$ cat config.mk
export PLATFORM = sky130hd
export DESIGN_NAME = reset_seq
export DESIGN_NICKNAME = d
export VERILOG_FILES = /design/src/rtl/reset_pkg.sv /design/src/rtl/reset_sync_bit_chain.sv /design/src/rtl/reset_seq.sv
export SDC_FILE = /design/constraint.sdc
export NUM_CORES = 1
export LEC_CHECK = 0
export CAP_MARGIN = 5
export CORE_MARGIN = 2
export CORE_UTILIZATION = 48
export DETAILED_ROUTE_END_ITERATION = 16
export PLACE_DENSITY = 0.75
export SLEW_MARGIN = 5
export SYNTH_ARGS = -nofsm -noshare
export SYNTH_HDL_FRONTEND = slang
export SYNTH_HIERARCHICAL = 1
export SYNTH_SLANG_ARGS = --single-unit
$ cat constraint.sdc
create_clock -name clk -period 2 [get_ports clk]
set_input_delay 0.2 -clock clk [delete_from_list [all_inputs] [get_ports clk]]
set_output_delay 0.2 -clock clk [all_outputs]
set_load 0.05 [all_outputs]
$ cat src/rtl/reset_pkg.sv
// Shared types and sizing helpers for the reset sequencer.
// No logic of its own.
package reset_pkg;

    typedef enum logic [1:0] {
        HOLD    = 2'd0,
        RELEASE = 2'd1,
        RUN     = 2'd2
    } rst_state_e;

    function automatic int cnt_width(input int stretch, input int gap);
        int longest;
        longest = (stretch > gap) ? stretch : gap;
        return $clog2(longest + 1);
    endfunction

    function automatic int idx_width(input int num_out);
        return (num_out > 1) ? $clog2(num_out) : 1;
    endfunction

endpackage

$ cat src/rtl/reset_sync_bit_chain.sv
// Single-bit synchronizer chain for an asynchronous level into clk.
// Latency: STAGES clk edges; cleared to 0 by the synchronous reset.
module sync_bit_chain #(
    parameter int STAGES = 2
) (
    input  logic clk,
    input  logic rst_n,
    input  logic d_i,
    output logic q_o
);

    (* ASYNC_REG = "TRUE" *) logic [STAGES-1:0] sync_q;
    logic [STAGES-1:0] sync_d;

    always_comb begin
        sync_d = {sync_q[STAGES-2:0], d_i};
    end

    always_ff @(posedge clk) begin
        if (!rst_n) begin
            sync_q <= '0;
        end else begin
            sync_q <= sync_d;
        end
    end

    assign q_o = sync_q[STAGES-1];

endmodule

$ cat src/rtl/reset_seq.sv
// Reset controller: merges async requests, stretches reset, releases outputs in index order.
// Latency: request to all outputs low is SYNC_STAGES+1 edges; release spaced by RELEASE_GAP.
module reset_seq
    import reset_pkg::*;
#(
    parameter int NUM_SRC        = 4,
    parameter int NUM_OUT        = 3,
    parameter int SYNC_STAGES    = 2,
    parameter int STRETCH_CYCLES = 16,
    parameter int RELEASE_GAP    = 8
) (
    input  logic               clk,
    input  logic               rst_n,
    input  logic [NUM_SRC-1:0] rst_req_i,
    input  logic [NUM_SRC-1:0] src_mask_i,
    input  logic               cause_clr_i,
    output logic [NUM_OUT-1:0] rst_out_n_o,
    output logic               all_released_o,
    output logic               busy_o,
    output logic [NUM_SRC-1:0] rst_cause_o
);

    localparam int CNT_W = cnt_width(STRETCH_CYCLES, RELEASE_GAP);
    localparam int IDX_W = idx_width(NUM_OUT);
    localparam logic [CNT_W-1:0] STRETCH_LAST = CNT_W'(STRETCH_CYCLES - 1);
    localparam logic [CNT_W-1:0] GAP_LAST     = CNT_W'(RELEASE_GAP - 1);
    localparam logic [CNT_W-1:0] CNT_MAX      = '1;

    logic [NUM_SRC-1:0] sync_out;
    logic [NUM_SRC-1:0] req_vec;
    logic               req_s;

    rst_state_e         state_q, state_d;
    logic [CNT_W-1:0]   cnt_q, cnt_d;
    logic [IDX_W-1:0]   idx_q, idx_d;
    logic [NUM_OUT-1:0] rst_out_n_q, rst_out_n_d;
    logic [NUM_SRC-1:0] cause_q, cause_d;
    logic               last_step;

    for (genvar g = 0; g < NUM_SRC; g++) begin : g_sync
        sync_bit_chain #(
            .STAGES(SYNC_STAGES)
        ) u_sync (
            .clk  (clk),
            .rst_n(rst_n),
            .d_i  (rst_req_i[g]),
            .q_o  (sync_out[g])
        );
    end

    // Masking applies after synchronization so a mask change acts on the next edge.
    assign req_vec   = sync_out & ~src_mask_i;
    assign req_s     = |req_vec;
    assign last_step = (int'(idx_q) == NUM_OUT - 2);

    always_ff @(posedge clk) begin
        if (!rst_n) begin
            state_q <= HOLD;
        end else begin
            state_q <= state_d;
        end
    end

    always_comb begin
        state_d = state_q;
        unique case (state_q)
            HOLD: begin
                if (!req_s && cnt_q == STRETCH_LAST) begin
                    state_d = (NUM_OUT == 1) ? RUN : RELEASE;
                end
            end
            RELEASE: begin
                if (req_s) begin
                    state_d = HOLD;
                end else if (cnt_q == GAP_LAST && last_step) begin
                    state_d = RUN;
                end
            end
            RUN: begin
                if (req_s) begin
                    state_d = HOLD;
                end
            end
            default: state_d = HOLD;
        endcase
    end

    always_comb begin
        cnt_d       = cnt_q;
        idx_d       = idx_q;
        rst_out_n_d = rst_out_n_q;
        if (req_s) begin
            cnt_d       = '0;
            idx_d       = '0;
            rst_out_n_d = '0;
        end else begin
            unique case (state_q)
                HOLD: begin
                    if (cnt_q == STRETCH_LAST) begin
                        rst_out_n_d[0] = 1'b1;
                        cnt_d          = '0;
                    end else if (cnt_q != CNT_MAX) begin
                        cnt_d = cnt_q + 1'b1;
                    end
                end
                RELEASE: begin
                    if (cnt_q == GAP_LAST) begin
                        for (int i = 0; i < NUM_OUT; i++) begin
                            if (i == int'(idx_q) + 1) begin
                                rst_out_n_d[i] = 1'b1;
                            end
                        end
                        idx_d = idx_q + 1'b1;
                        cnt_d = '0;
                    end else if (cnt_q != CNT_MAX) begin
                        cnt_d = cnt_q + 1'b1;
                    end
                end
                default: ;
            endcase
        end
    end

    // A set on the same edge as a clear wins for the bits being set.
    always_comb begin
        cause_d = (cause_clr_i ? '0 : cause_q) | req_vec;
    end

    always_ff @(posedge clk) begin
        if (!rst_n) begin
            cnt_q       <= '0;
            idx_q       <= '0;
            rst_out_n_q <= '0;
            cause_q     <= '0;
        end else begin
            cnt_q       <= cnt_d;
            idx_q       <= idx_d;
            rst_out_n_q <= rst_out_n_d;
            cause_q     <= cause_d;
        end
    end

    assign rst_out_n_o    = rst_out_n_q;
    assign all_released_o = &rst_out_n_q;
    assign busy_o         = (state_q != RUN);
    assign rst_cause_o    = cause_q;

endmodule

==> impl_metrics.yaml, run 1 <==
synth:
  ys.flop_type: "dfxtp_1"
  synth-seq-cells: 24
  ys_warn_count: 6
  synthCells: 97
  syn_nets: 112
  synthArstFlopShare_pct: 0
  yosysUniqueCellTypes: 29
  synth_area_per_cell_um2: 10.06
  synth_edf_count: 0
  ys_seq_area_share_pct: 49.23
  syn_area_um2: 975.9
sta:
  slew_viol_final: 0
  timing.final.crit_share_pct: 92.17
  fmax_mhz: 542.5
  setup_viol: 0
  setup_tns_ns: 0
  period_needed_ns: 1.843
  worst_pin_slew_ns: 0.5035
  finalClockSkew_ns: 0.002680
  hold_viol_final: 0
  slew-limit-headroom_pct: 66.34
  fin_ws_ns: 0.1566
  rsz0062_at_grt: "false"
grt:
  gr-total-overflow: 0
  grt_util_all_layers_pct: 15.96
  grt_use_met3_pct: 2.147
  grt_pass1_vias: 700
  grt_max_degree: 14
  grtUsageMet2_pct: 25.90
  busiest_layer: "met2"
  antenna_found_initial: 0
  use_met1_pct: 21.05
  grt_pass1_wl_um: 3008
power_and_ir_drop:
  total_power_mw: 0.8093
  peakVddDrop_mv: 0.4750
  power-per-cell-area_nw_per_um2: 659.4
  power_leakage_nw: 0.4477
clock_tree:
  cts-root-buf: "clkbuf_4"
  clk_pin_slew_worst_paths_ns: 0.12
  cts_tree: "yes"
  post_cts_buffers: 0
  numCtsBuffers: 3
  clock_latency_ns: 0.30
  htreeDepth: 1
  clk_path_buf_depth: 2
  numClockSinks: 24
place:
  place_congestion: 0.7991
  dp_cells: 141
  dp_hpwl_um: 1183
  pre_cts_ws_ns: 0.3100
  port_buffers: 19
detailed_routing:
  dr.first_iter.drc_count: 2
  drt-vias-per-instance: 4.890
  drc: 0
  vias: 709
  dr.pass1.iters: 3
  final_antenna_net_count: 0
  routed_wl_um: 1609
  routedWlPerCell_um: 11.10
status:
  outcome: "finished clean"
die:
  dieArea_um2: 2410
  die_x_um: 49.09
  start_util_pct: 50.26
  num_rows: 16
  coreArea_um2: 1942
  fp.dieH_um: 49.09
  io_pins: 20
finish:
  num_antenna_cells: 0
  fin_nets: 134
  areaGrowthSynthToFinish_pct: 25.77
  drive_above_1_share_pct: 9.322
  final_cell_mix: "dfxtp_1 (24), clkdlybuf4s50_1 (18), and2_1 (8)"
  final_common_cell: "dfxtp_1"
  layout.cells.non_filler: 145
worst_setup_path:
  worst_setup_path_start_kind: "flip-flop"
  cp.arrival_ns: 1.64
  critPathRequiredTime_ns: 1.80
  worst_setup_path_end_kind: "primary output"
  cp_max_fo: 3
  worstSetupPathType: "reg -> out"
worst_hold_path:
  min_path_type: "in -> reg"
flow_run:
  max_cap_violations: 0
## through the flow
stage	cell area (um2)	hold WS (ns)	util [%]
2_1_floorplan	975.9	0.3175	-
3_3_place_gp	1192	0.4154	61.40
3_5_place_dp	1192	0.4224	61.40
4_1_cts	1227	0.4345	63.21
5_1_grt	1227	0.4195	63.21
6_report	1227	0.4440	63.21
## critical path, cell delays in order, from the launching register on
cell and delay (ns):
dfxtp_1 0.38, and3_1 0.16, clkdlybuf4s50_1 0.80
## worst paths after layout
kind / from / slack, ns / endpoint / cells past startpoint
min reg2reg: g_sync[2].u_sync/sync_q[0] / 0.45 / g_sync[2].u_sync/sync_q[1] / 1
min: rst_req_i[3] / 0.44 / g_sync[3].u_sync/sync_q[0] / 2
max: rst_out_n_o[0] / 0.16 / all_released_o / 2
max reg2reg: cnt_q[0] / 0.47 / idx_q[1] / 5
## report_power, final
group | switching (mW) | internal [mW] | total (mW)
registers | 0.00782 | 0.492 | 0.500
logic | 0.0279 | 0.0361 | 0.0640
clock network | 0.134 | 0.111 | 0.245
total | 0.170 | 0.640 | 0.809
## flip-flops by register name (all words and copies together), names as in the netlist
| name | cells |
|---|---|
| g_sync.u_sync/sync_q | 8 |
| cnt_q | 5 |
| idx_q | 2 |
| rst_out_n_o | 3 |
| state_q | 2 |
| rst_cause_o | 4 |
## cells in the mapped netlist, types with 3 or more instances
| cell type | n | area share, % |
|---|---|---|
| a21oi_1 | 5 | 2.6 |
| nand2_1 | 3 | 1.2 |
| and2_1 | 8 | 5.1 |
| nor2b_1 | 6 | 3.8 |
| nor3_1 | 4 | 2.1 |
| nand2b_1 | 3 | 1.9 |
| ha_1 | 4 | 5.1 |
| o21a_1 | 4 | 3.1 |
| dfxtp_1 | 24 | 49 |
| inv_1 | 3 | 1.2 |
| nor2_1 | 7 | 2.7 |
| buf_2 | 3 | 1.5 |
| a211oi_1 | 3 | 2.3 |
## final cells by class
cell class / instances / area (um2)
fill: 179 / 714.4
timing repair buffer: 20 / 196.4
multi-input combinational: 67 / 469.2
sequential: 24 / 480.5
tap: 27 / 33.78
inverter: 3 / 11.26
clock buffer: 4 / 36.28
## logic make-up after synthesis
| kind of cell | share of synthesized area [%] |
|---|---|
| buffers and inverters | 2.692 |
| and+or+nand+nor | 25.13 |
| adders and majority gates | 5.128 |
| AOI/OAI and AO/OA | 13.08 |
| DFF | 49.23 |
| xor gates and xnor gates | 2.693 |
| muxes | 2.051 |
## repair_timing
item | CTS | global route
hold buffers | 0 | 0
hold endpoints to repair | 0 | 0
setup endpoints to repair | 1 | 0
resized for setup | 1 | 0
## routing by layer
layer  vias up  part of all wire, %
met3         2                  2.9
li1        370                    -
met5         -                    0
met1       328                   49
met2         9                   47
met4         0                 0.93
Note: power is estimated with default switching activity, not from simulation.
==> inputs of run 2 (changes only) <==
Settings changed: SKIP_CTS_REPAIR_TIMING set to 1.
Clock period 2 ns to 2.02 ns, I/O delays scaled along.
==> run 2 against run 1 <==
Wire length did not move; flip-flop and latch count stayed put; hold slack better by 0.0020 ns; sequential power fell by 1%; sequential share of layout area fell by 0.12 points; via count rose by 0.14%; die area unchanged; critical path depth is the same; non-clock buffer count stayed put; critical path type unchanged.
==> impl_metrics.yaml, run 2 (synthesis results as in run 1) <==
clock_tree:
  clk_pin_slew_worst_paths_ns: 0.12
  cts-root-buf: "clkbuf_4"
  numCtsBuffers: 3
  numClockSinks: 24
  cts_tree: "yes"
  clock_latency_ns: 0.30
  clk_path_buf_depth: 2
  htreeDepth: 1
die:
  start_util_pct: 50.26
  num_rows: 16
  fp.dieH_um: 49.09
  dieArea_um2: 2410
  die_x_um: 49.09
  coreArea_um2: 1942
  io_pins: 20
power_and_ir_drop:
  peakVddDrop_mv: 0.4694
  power-per-cell-area_nw_per_um2: 651.0
  total_power_mw: 0.8015
  power_leakage_nw: 0.4494
finish:
  layout.cells.non_filler: 145
  largest_register_ffs: 8
  top_register: "g_sync.u_sync/sync_q"
  fin_nets: 134
  fin_util_pct: 63.40
  areaGrowthSynthToFinish_pct: 26.15
  drive_above_1_share_pct: 9.322
  final_cell_mix: "dfxtp_1 (24), clkdlybuf4s50_1 (18), and2_1 (8)"
  final_cell_area_um2: 1231
  num_antenna_cells: 0
  final_common_cell: "dfxtp_1"
sta:
  fin_ws_ns: 0.1731
  setup_tns_ns: 0
  fmax_mhz: 541.5
  worst_pin_slew_ns: 0.5142
  whs_ns: 0.4461
  hold_viol_final: 0
  slew_viol_final: 0
  timing.final.crit_share_pct: 91.43
  finalClockSkew_ns: 0.003479
  setup_viol: 0
  rsz0062_at_grt: "false"
  period_needed_ns: 1.847
  slew-limit-headroom_pct: 65.62
detailed_routing:
  drt-vias-per-instance: 4.897
  routed_wl_um: 1609
  dr.first_iter.drc_count: 9
  dr.pass1.iters: 3
  vias: 710
  routedWlPerCell_um: 11.10
  drc: 0
  final_antenna_net_count: 0
place:
  pre_cts_ws_ns: 0.3280
  placed_area_um2: 1192
  dp_cells: 141
  place_congestion: 0.7991
  dp_hpwl_um: 1183
  port_buffers: 19
grt:
  grt_pass1_vias: 700
  gr-total-overflow: 0
  antenna_found_initial: 0
  grt_max_degree: 14
  grt_pass1_wl_um: 3008
  grt_util_all_layers_pct: 15.96
worst_setup_path:
  cp_max_fo: 3
  cp.arrival_ns: 1.64
  r2r-start: "cnt_q[0]"
  worst_setup_path_start_kind: "flip-flop"
  worstSetupPathType: "reg -> out"
  critPathRequiredTime_ns: 1.82
  r2r_slack_ns: 0.49
  r2r-end: "idx_q[1]"
  r2r_cells: 5
  worst_setup_path_end_kind: "primary output"
flow_run:
  max_cap_violations: 0
worst_hold_path:
  worstHoldEndpoint: "g_sync[3].u_sync/sync_q[0]"
  min_path_type: "in -> reg"
  worstHoldPathCells: 2
  worstHoldStart: "rst_req_i[3]"
status:
  outcome: "finished clean"
==> run 2: changes by cell type in the layout (fill, tap and decap cells not counted) <==
cell	previous run	this run
dlygate4sd2_1	1	0
dlymetal6s2s_1	0	1
==> run 2: per-layer routing <==
metal / part of all wire [%] / track usage [%] / routed length (um)
met1: 50 / 21.05 / 805
met2: 46 / 25.90 / 741
met3: 2.9 / 2.147 / 46
met4: 0.93 / 7.143 / 15
met5: 0 / 0 / 0
==> run 2: where the power goes <==
part / switching (mW) / leakage, nW / internal (mW)
clock network: 0.133 / 0.0210 / 0.110
logic: 0.0278 / 0.233 / 0.0357
registers: 0.00777 / 0.196 / 0.488
==> run 2: worst max path at each step <==
| stage | cells past startpoint | slack (ns) | end | startpoint |
|---|---|---|---|---|
| global placement | 2 | 0.39 | busy_o | state_q[0] |
| CTS | 2 | -0.03 | busy_o | state_q[0] |
| detailed placement | 5 | 0.33 | cnt_q[1] | src_mask_i[0] |
| finish | 2 | 0.17 | all_released_o | rst_out_n_o[0] |
| floorplan | 1 | 0.65 | all_released_o | rst_out_n_o[2] |
| global route | 2 | 0.09 | all_released_o | rst_out_n_o[0] |
==> run 2: cell type report <==
cell class                 instances  area, um2
fill                             177      710.7
sequential                        24      480.5
multi-input combinational         67      469.2
timing repair buffer              20      200.2
clock buffer                       4      36.28
tap                               27      33.78
inverter                           3      11.26
==> run 2: worst max-delay path, stage by stage (launching register included) <==
cell and delay (ns):
dfxtp_1 0.38, and3_1 0.16, clkdlybuf4s50_1 0.80
==> inputs of run 3 (changes only) <==
Settings changed: CORE_MARGIN 2 to unset.
==> run 3 against run 2 <==
Clock-buffer cell count unchanged; setup slack got worse by 0.031 ns; power about the same; sequential share of layout area increased by 0.079 points; core utilization increased by 4.1 points; global-route usage increased by 1.0 points; wire length increased by 4.0%; die area decreased by 8.0%.
==> impl_metrics.yaml, run 3 (synthesis results as in run 1) <==
status:
  outcome: "finished clean"
power_and_ir_drop:
  power_leakage_nw: 0.4494
  power-per-cell-area_nw_per_um2: 651.8
  peakVddDrop_mv: 0.6336
  total_power_mw: 0.8009
grt:
  antenna_found_initial: 0
  grt_util_all_layers_pct: 17.00
  grt_pass1_wl_um: 2601
  grt_pass1_vias: 643
  use_met1_pct: 22.01
  grt_use_met3_pct: 2.308
  grt_max_degree: 14
  grtUsageMet2_pct: 27.78
  gr-total-overflow: 0
  busiest_layer: "met2"
worst_setup_path:
  critPathRequiredTime_ns: 1.82
  worst_setup_path_start_kind: "flip-flop"
  cp_slowest_cell: "clkdlybuf4s50_1"
  cp_max_fo: 3
  r2r_cells: 5
  worstSetupPathType: "reg -> out"
  crit_chain: "and3_1 > clkdlybuf4s50_1"
  r2r-start: "cnt_q[0]"
  max_stage_delay_ns: 0.80
  cp.arrival_ns: 1.68
  r2r_slack_ns: 0.46
  r2r-end: "idx_q[1]"
  worst_setup_path_end_kind: "primary output"
place:
  dp_hpwl_um: 1282
  place_congestion: 0.7643
  pre_cts_ws_ns: 0.3404
  dp_cells: 139
  port_buffers: 19
worst_hold_path:
  worstHoldPathCells: 2
  worstHoldStart: "rst_req_i[3]"
  worstHoldEndpoint: "g_sync[3].u_sync/sync_q[0]"
  min_path_type: "in -> reg"
clock_tree:
  numClockSinks: 24
  clock_latency_ns: 0.30
  clk_path_buf_depth: 2
  numCtsBuffers: 3
  cts_tree: "yes"
  clk_pin_slew_worst_paths_ns: 0.13
  cts-root-buf: "clkbuf_4"
  htreeDepth: 1
sta:
  hold_viol_final: 0
  timing.final.crit_share_pct: 92.97
  rsz0062_at_grt: "false"
  setup_tns_ns: 0
  fin_ws_ns: 0.1420
  worst_pin_slew_ns: 0.5095
  period_needed_ns: 1.878
  finalClockSkew_ns: 0.008473
  setup_viol: 0
  fmax_mhz: 532.5
  slew_viol_final: 0
  slew-limit-headroom_pct: 65.93
finish:
  fin_nets: 134
  layout.cells.non_filler: 143
  areaGrowthSynthToFinish_pct: 25.90
  nFillCells: 159
  fin_util_pct: 67.49
  final_common_cell: "dfxtp_1"
  num_antenna_cells: 0
  top_register: "g_sync.u_sync/sync_q"
  largest_register_ffs: 8
  multiInputGateArea_um2: 469.2
  regArea_um2: 480.5
  drive_above_1_share_pct: 9.322
  final_cell_mix: "dfxtp_1 (24), clkdlybuf4s50_1 (18), and2_1 (8)"
detailed_routing:
  routed_wl_um: 1673
  vias: 701
  drc: 0
  dr.first_iter.drc_count: 10
  dr.pass1.iters: 4
  drt-vias-per-instance: 4.902
  routedWlPerCell_um: 11.70
  final_antenna_net_count: 0
die:
  fp.dieH_um: 47.09
  coreArea_um2: 1821
  num_rows: 15
  start_util_pct: 53.61
  die_x_um: 47.09
  io_pins: 20
  dieArea_um2: 2217
flow_run:
  max_cap_violations: 0
-- run 3: metal layers --
metal / wire length [um] / vias up
met5: 0 / -
met4: 13 / 0
met3: 58 / 2
met2: 825 / 12
met1: 775 / 315
li1: - / 372
-- run 3: worst max-delay path by stage --
stage / start / to / slack, ns
after global routing: rst_out_n_o[1] / all_released_o / 0.09
after floorplan: rst_out_n_o[2] / all_released_o / 0.65
final: rst_out_n_o[1] / all_released_o / 0.14
after CTS: state_q[0] / busy_o / 0.009
after global placement: state_q[0] / busy_o / 0.38
after detailed placement: src_mask_i[0] / cnt_q[2] / 0.34
-- run 3: metrics by stage --
| stage | hold slack, ns | instance area [um2] |
|---|---|---|
| detailed placement | 0.4242 | 1190 |
| CTS | 0.4372 | 1226 |
| floorplan | 0.3195 | 975.9 |
| finish | 0.4461 | 1229 |
| global placement | 0.4153 | 1190 |
| global route | 0.4416 | 1229 |
-- run 3: layout make-up --
| type | count | area share [%] |
|---|---|---|
| timing repair buffer | 20 | 16.29 |
| tap | 25 | 2.546 |
| inverter | 3 | 0.9165 |
| multi-input combinational | 67 | 38.19 |
| clock buffer | 4 | 2.953 |
| sequential | 24 | 39.10 |
-- run 3: power breakdown --
part	total, mW	internal, mW	leakage, nW	switching [mW]
combinational	0.0636	0.0357	0.233	0.0279
clock	0.242	0.110	0.0210	0.132
sequential	0.495	0.488	0.196	0.00764
total	0.801	0.633	0.449	0.168
-- run 3: critical path: cells and delay by family, from the launching register on --
family	cells	cell delay (ns)
buffers and inverters	1	0.80
and+or+nand+nor	1	0.17
DFF	1	0.40
==> RTL edit 1, RTL diff (flow settings as in run 1) <==
Encoding of `rst_state_e`: now one-hot (3 bits for 3 states).
--- a/src/rtl/reset_pkg.sv
+++ b/src/rtl/reset_pkg.sv
@@ -4,6 +4,6 @@
 
-    typedef enum logic [1:0] {
-        HOLD    = 2'd0,
-        RELEASE = 2'd1,
-        RUN     = 2'd2
+    typedef enum logic [2:0] {
+        HOLD    = 3'b001,
+        RELEASE = 3'b010,
+        RUN     = 3'b100
     } rst_state_e;
Formal check against the unedited RTL: same outputs for any inputs over 10 cycles, from zero or initial values and one cycle with rst_n low; not proved beyond that.
==> RTL edit 1 against run 1 <==
Setup slack worse by 0.024 ns. Non-clock buffer count is 1 higher. Die area is 9.9% higher. Sequential share of layout area fell by 1.4 points. Critical endpoint unchanged. Cell area grew 8.0%. Sequential cell count up 1. Area after synthesis increased by 11%. Routed wire length grew 15%. Register-to-register slack worse by 0.17 ns. Total power rose by 2.0%.
==> RTL edit 1: results (changes against run 1) <==
\begin{tabular}{lr}
\hline
Metric & Value \\
\hline
\multicolumn{2}{l}{\textbf{Synthesis}} \\
\quad Syn nets & 123 (+9.8\%) \\
\quad Ranking of synthesized cells by instance count & sky130\_fd\_sc\_hd\_\_dfxtp\_1, sky130\_fd\_sc\_hd\_\_nor2\_1, sky130\_fd\_sc\_hd\_\_and2\_1, sky130\_fd\_sc\_hd\_\_a21oi\_1, sky130\_fd\_sc\_hd\_\_nor2b\_1 \\
\quad Synth Register Bits & 25 (+4.2\%) \\
\quad Largest cells by area after synthesis & sky130\_fd\_sc\_hd\_\_dfxtp\_1, sky130\_fd\_sc\_hd\_\_and2\_1, sky130\_fd\_sc\_hd\_\_ha\_1 \\
\multicolumn{2}{l}{\textbf{Final layout}} \\
\quad Share of cells above drive strength 1 & 0.1231 (+0.02986) \\
\quad Non-clock buffer share of cell area & 0.1539 (-0.006121) \\
\quad Multi-Input Combinational & 78 (+16\%) \\
\quad Cell area after layout & 0.001325 mm\^{}2 (+8.0\%) \\
\quad Multi-input gate share of the layout cell area & 0.4127 (+0.03039) \\
\quad Final \#Nets & 146 (+9.0\%) \\
\quad Number of buffers outside the clock class in the layout & 21 (+5.0\%) \\
\multicolumn{2}{l}{\textbf{Power}} \\
\quad Peak ir drop on the vdd network & 0.4306 mV (-9.3\%) \\
\quad Leakage component of the power & 0.0005018 uW (+12\%) \\
\quad Seq pwr share & 0.628 (+0.010) \\
\quad Net Sw Frac & 0.2358 (+0.02597) \\
\quad Net switching power figure & 194.7 uW (+15\%) \\
\multicolumn{2}{l}{\textbf{Run status}} \\
\quad Result of the run & finished clean \\
\multicolumn{2}{l}{\textbf{Detailed routing}} \\
\quad Met2 layer wire length in the routed design & 884 um (+17\%) \\
\quad Wire length on met3 & 51 um (+11\%) \\
\quad Final wirelength & 1843 um (+15\%) \\
\multicolumn{2}{l}{\textbf{Placement}} \\
\quad DPL Wire Length & 1402 um (+19\%) \\
\quad Gp weighted congestion & 0.8765 (+9.7\%) \\
\quad Placed cell area & 0.001295 mm\^{}2 (+8.6\%) \\
\quad Worst Setup Slack post-DPL & 0.3417 ns (+0.03175 ns) \\
\multicolumn{2}{l}{\textbf{GRT}} \\
\quad Routing usage on met2 & 0.2714 (+0.01236) \\
\hline
\end{tabular}
[RTL edit 1: cells by family (layout without fill, tap and decap cells)]
group,after synthesis,in the layout,synth area share
AO/OA/AOI/OAI,19,19,0.1262
XOR/XNOR,2,2,0.01621
buffers and inverters,5,27,0.03125
multiplexers,3,3,0.02894
adder cells (fa/ha/maj),4,4,0.04630
flip-flops,25,25,0.4630
AND/OR/NAND/NOR,50,50,0.2882
[RTL edit 1: final timing paths]
kind                                   start                          to  slack (ns)  cells past startpoint
hold / removal                  rst_req_i[1]  g_sync[1].u_sync/sync_q[0]        0.41                      2
hold reg to reg   g_sync[2].u_sync/sync_q[0]  g_sync[2].u_sync/sync_q[1]        0.45                      1
setup / recovery              rst_out_n_o[0]              all_released_o        0.13                      2
setup reg to reg                    cnt_q[0]                    cnt_q[3]        0.30                      5
==> RTL edit 2, RTL diff (settings of run 1) <==
Without the edit above. Change the parameter `RELEASE_GAP` from 8 to 4.
--- a/src/rtl/reset_seq.sv
+++ b/src/rtl/reset_seq.sv
@@ -9,3 +9,3 @@
     parameter int STRETCH_CYCLES = 16,
-    parameter int RELEASE_GAP    = 8
+    parameter int RELEASE_GAP    = 4
 ) (
Behaviour: same outputs for any inputs over 10 cycles, from zero or initial values and one cycle with rst_n low; that may be too few to reach the edited logic, so the function may still have changed.
==> RTL edit 2 against run 1 <==
Setup slack got worse by 0.056 ns. Sequential cell count unchanged. Area after synthesis decreased by 0.64%. Cell area increased by 0.41%. Global-route usage increased by 0.36 points. First-iteration DRC count increased by 50%. Total power increased by 0.97%. Routed wire length increased by 1.6%. Die area decreased by 0.59%. Largest power group unchanged.
==> RTL edit 2: results (changes against run 1) <==
\begin{tabular}{lr}
\hline
Metric & Value \\
\hline
\multicolumn{2}{l}{\textbf{Worst hold path}} \\
\quad HP Class & in2reg \\
\multicolumn{2}{l}{\textbf{Synthesis}} \\
\quad Proportion of synthesized chip area in sequential cells & 0.4955 (+0.003176) \\
\quad Syn\_area\_per\_cell & 9.997 um\^{}2 (-0.64\%) \\
\quad Number of unique standard cell types used by synthesis & 31 (+6.9\%) \\
\quad Largest cells by area after synthesis & sky130\_fd\_sc\_hd\_\_dfxtp\_1, sky130\_fd\_sc\_hd\_\_a21oi\_1, sky130\_fd\_sc\_hd\_\_and2\_1 \\
\quad Ranking of synthesized cells by instance count & sky130\_fd\_sc\_hd\_\_dfxtp\_1, sky130\_fd\_sc\_hd\_\_a21oi\_1, sky130\_fd\_sc\_hd\_\_and2\_1, sky130\_fd\_sc\_hd\_\_nor2\_1, sky130\_fd\_sc\_hd\_\_nor2b\_1 \\
\multicolumn{2}{l}{\textbf{CTS}} \\
\quad Number of levels in the clock H-tree & 1 (unchanged) \\
\quad Number of gates resized after CTS & 0 (-1) \\
\quad Clock buffers created by TritonCTS & 3 (unchanged) \\
\multicolumn{2}{l}{\textbf{GRT}} \\
\quad Via count of the first global-routing pass & 707 (+1.0\%) \\
\quad Combined global-route utilization of all metal layers & 0.1632 (+0.003563) \\
\quad Global-route wire length before repair & 3036 um (+0.93\%) \\
\multicolumn{2}{l}{\textbf{STA}} \\
\quad Post-route worst hold slack & 0.4369 ns (-0.007103 ns) \\
\quad Worst setup skew after layout & 0.002200 ns (-0.0004798 ns) \\
\quad Maximum clock rate & 0.5265 GHz (-2.9\%) \\
\quad Tightest Pin Transition & 0.5069 ns (+0.003478 ns) \\
\multicolumn{2}{l}{\textbf{Worst setup path}} \\
\quad Biggest fanout along the worst timing path & 7 (+4) \\
\quad Setup slack of the worst register-to-register path & 0.42 ns (-0.05 ns) \\
\quad CP arrival & 1.70 ns (+0.06 ns) \\
\multicolumn{2}{l}{\textbf{Detailed routing}} \\
\quad Average wire per cell in the routed design & 11.12 um (+0.23\%) \\
\quad Drt initial violations & 3 (+1) \\
\quad Length of the first detailed-routing pass in iterations & 4 (+1) \\
\quad Final wirelength & 1635 um (+1.6\%) \\
\multicolumn{2}{l}{\textbf{Placement}} \\
\quad Placed cell area & 0.001196 mm\^{}2 (+0.32\%) \\
\quad Gp weighted congestion & 0.8425 (+5.4\%) \\
\quad Worst Setup Slack post-DPL & 0.4063 ns (+0.09629 ns) \\
\multicolumn{2}{l}{\textbf{Final layout}} \\
\quad Share of cells above drive strength 1 & 0.1083 (+0.01511) \\
\quad Final \#Nets & 136 (+1.5\%) \\
\multicolumn{2}{l}{\textbf{Power}} \\
\quad Peak ir drop on the vdd network & 0.5184 mV (+9.1\%) \\
\multicolumn{2}{l}{\textbf{Run status}} \\
\quad Result of the run & finished clean \\
\hline
\end{tabular}
[RTL edit 2: cell type report]
| cell class | instances | area share |
|---|---|---|
| clock buffer | 4 | 0.02944 |
| inverter | 5 | 0.01523 |
| sequential | 24 | 0.3898 |
| tap | 27 | 0.02741 |
| multi-input combinational | 67 | 0.3777 |
| timing repair buffer | 20 | 0.1604 |
[RTL edit 2: final timing paths]
kind | cells after the start | start | end
worst max register to register | 5 | cnt_q[0] | idx_q[0]
worst min-delay path | 2 | rst_req_i[0] | g_sync[0].u_sync/sync_q[0]
worst min register to register | 1 | g_sync[0].u_sync/sync_q[0] | g_sync[0].u_sync/sync_q[1]
worst max-delay path | 2 | state_q[0] | busy_o
[RTL edit 2: cells by family after synthesis]
family	Yosys count	share of synthesized area
AO/OA/AOI/OAI	19	0.1277
XOR/XNOR	2	0.01807
adder cells (fa/ha/maj)	4	0.05161
buffers and inverters	6	0.02450
flip-flops	24	0.4955
multiplexers	1	0.01032
AND/OR/NAND/NOR	41	0.2723
[RTL edit 2: routing by layer]
metal	vias to the layer above	wire [um]	GRT usage
met5	-	0	0
met3	4	47	0.02147
met4	0	29	0.1000
li1	377	-	-
met2	10	755	0.2466
met1	318	803	0.2216
[RTL edit 2: critical path, cell delays in order, from the launching register on]
cell and delay (ns):
sky130_fd_sc_hd__dfxtp_1 0.44, sky130_fd_sc_hd__nand2b_1 0.15, sky130_fd_sc_hd__clkdlybuf4s50_1 0.80
[RTL edit 2: power by group]
group	switching [uW]	internal [uW]	total, uW
registers	7.38	492	500
logic	32.4	38.5	71.0
clock network	135	111	246
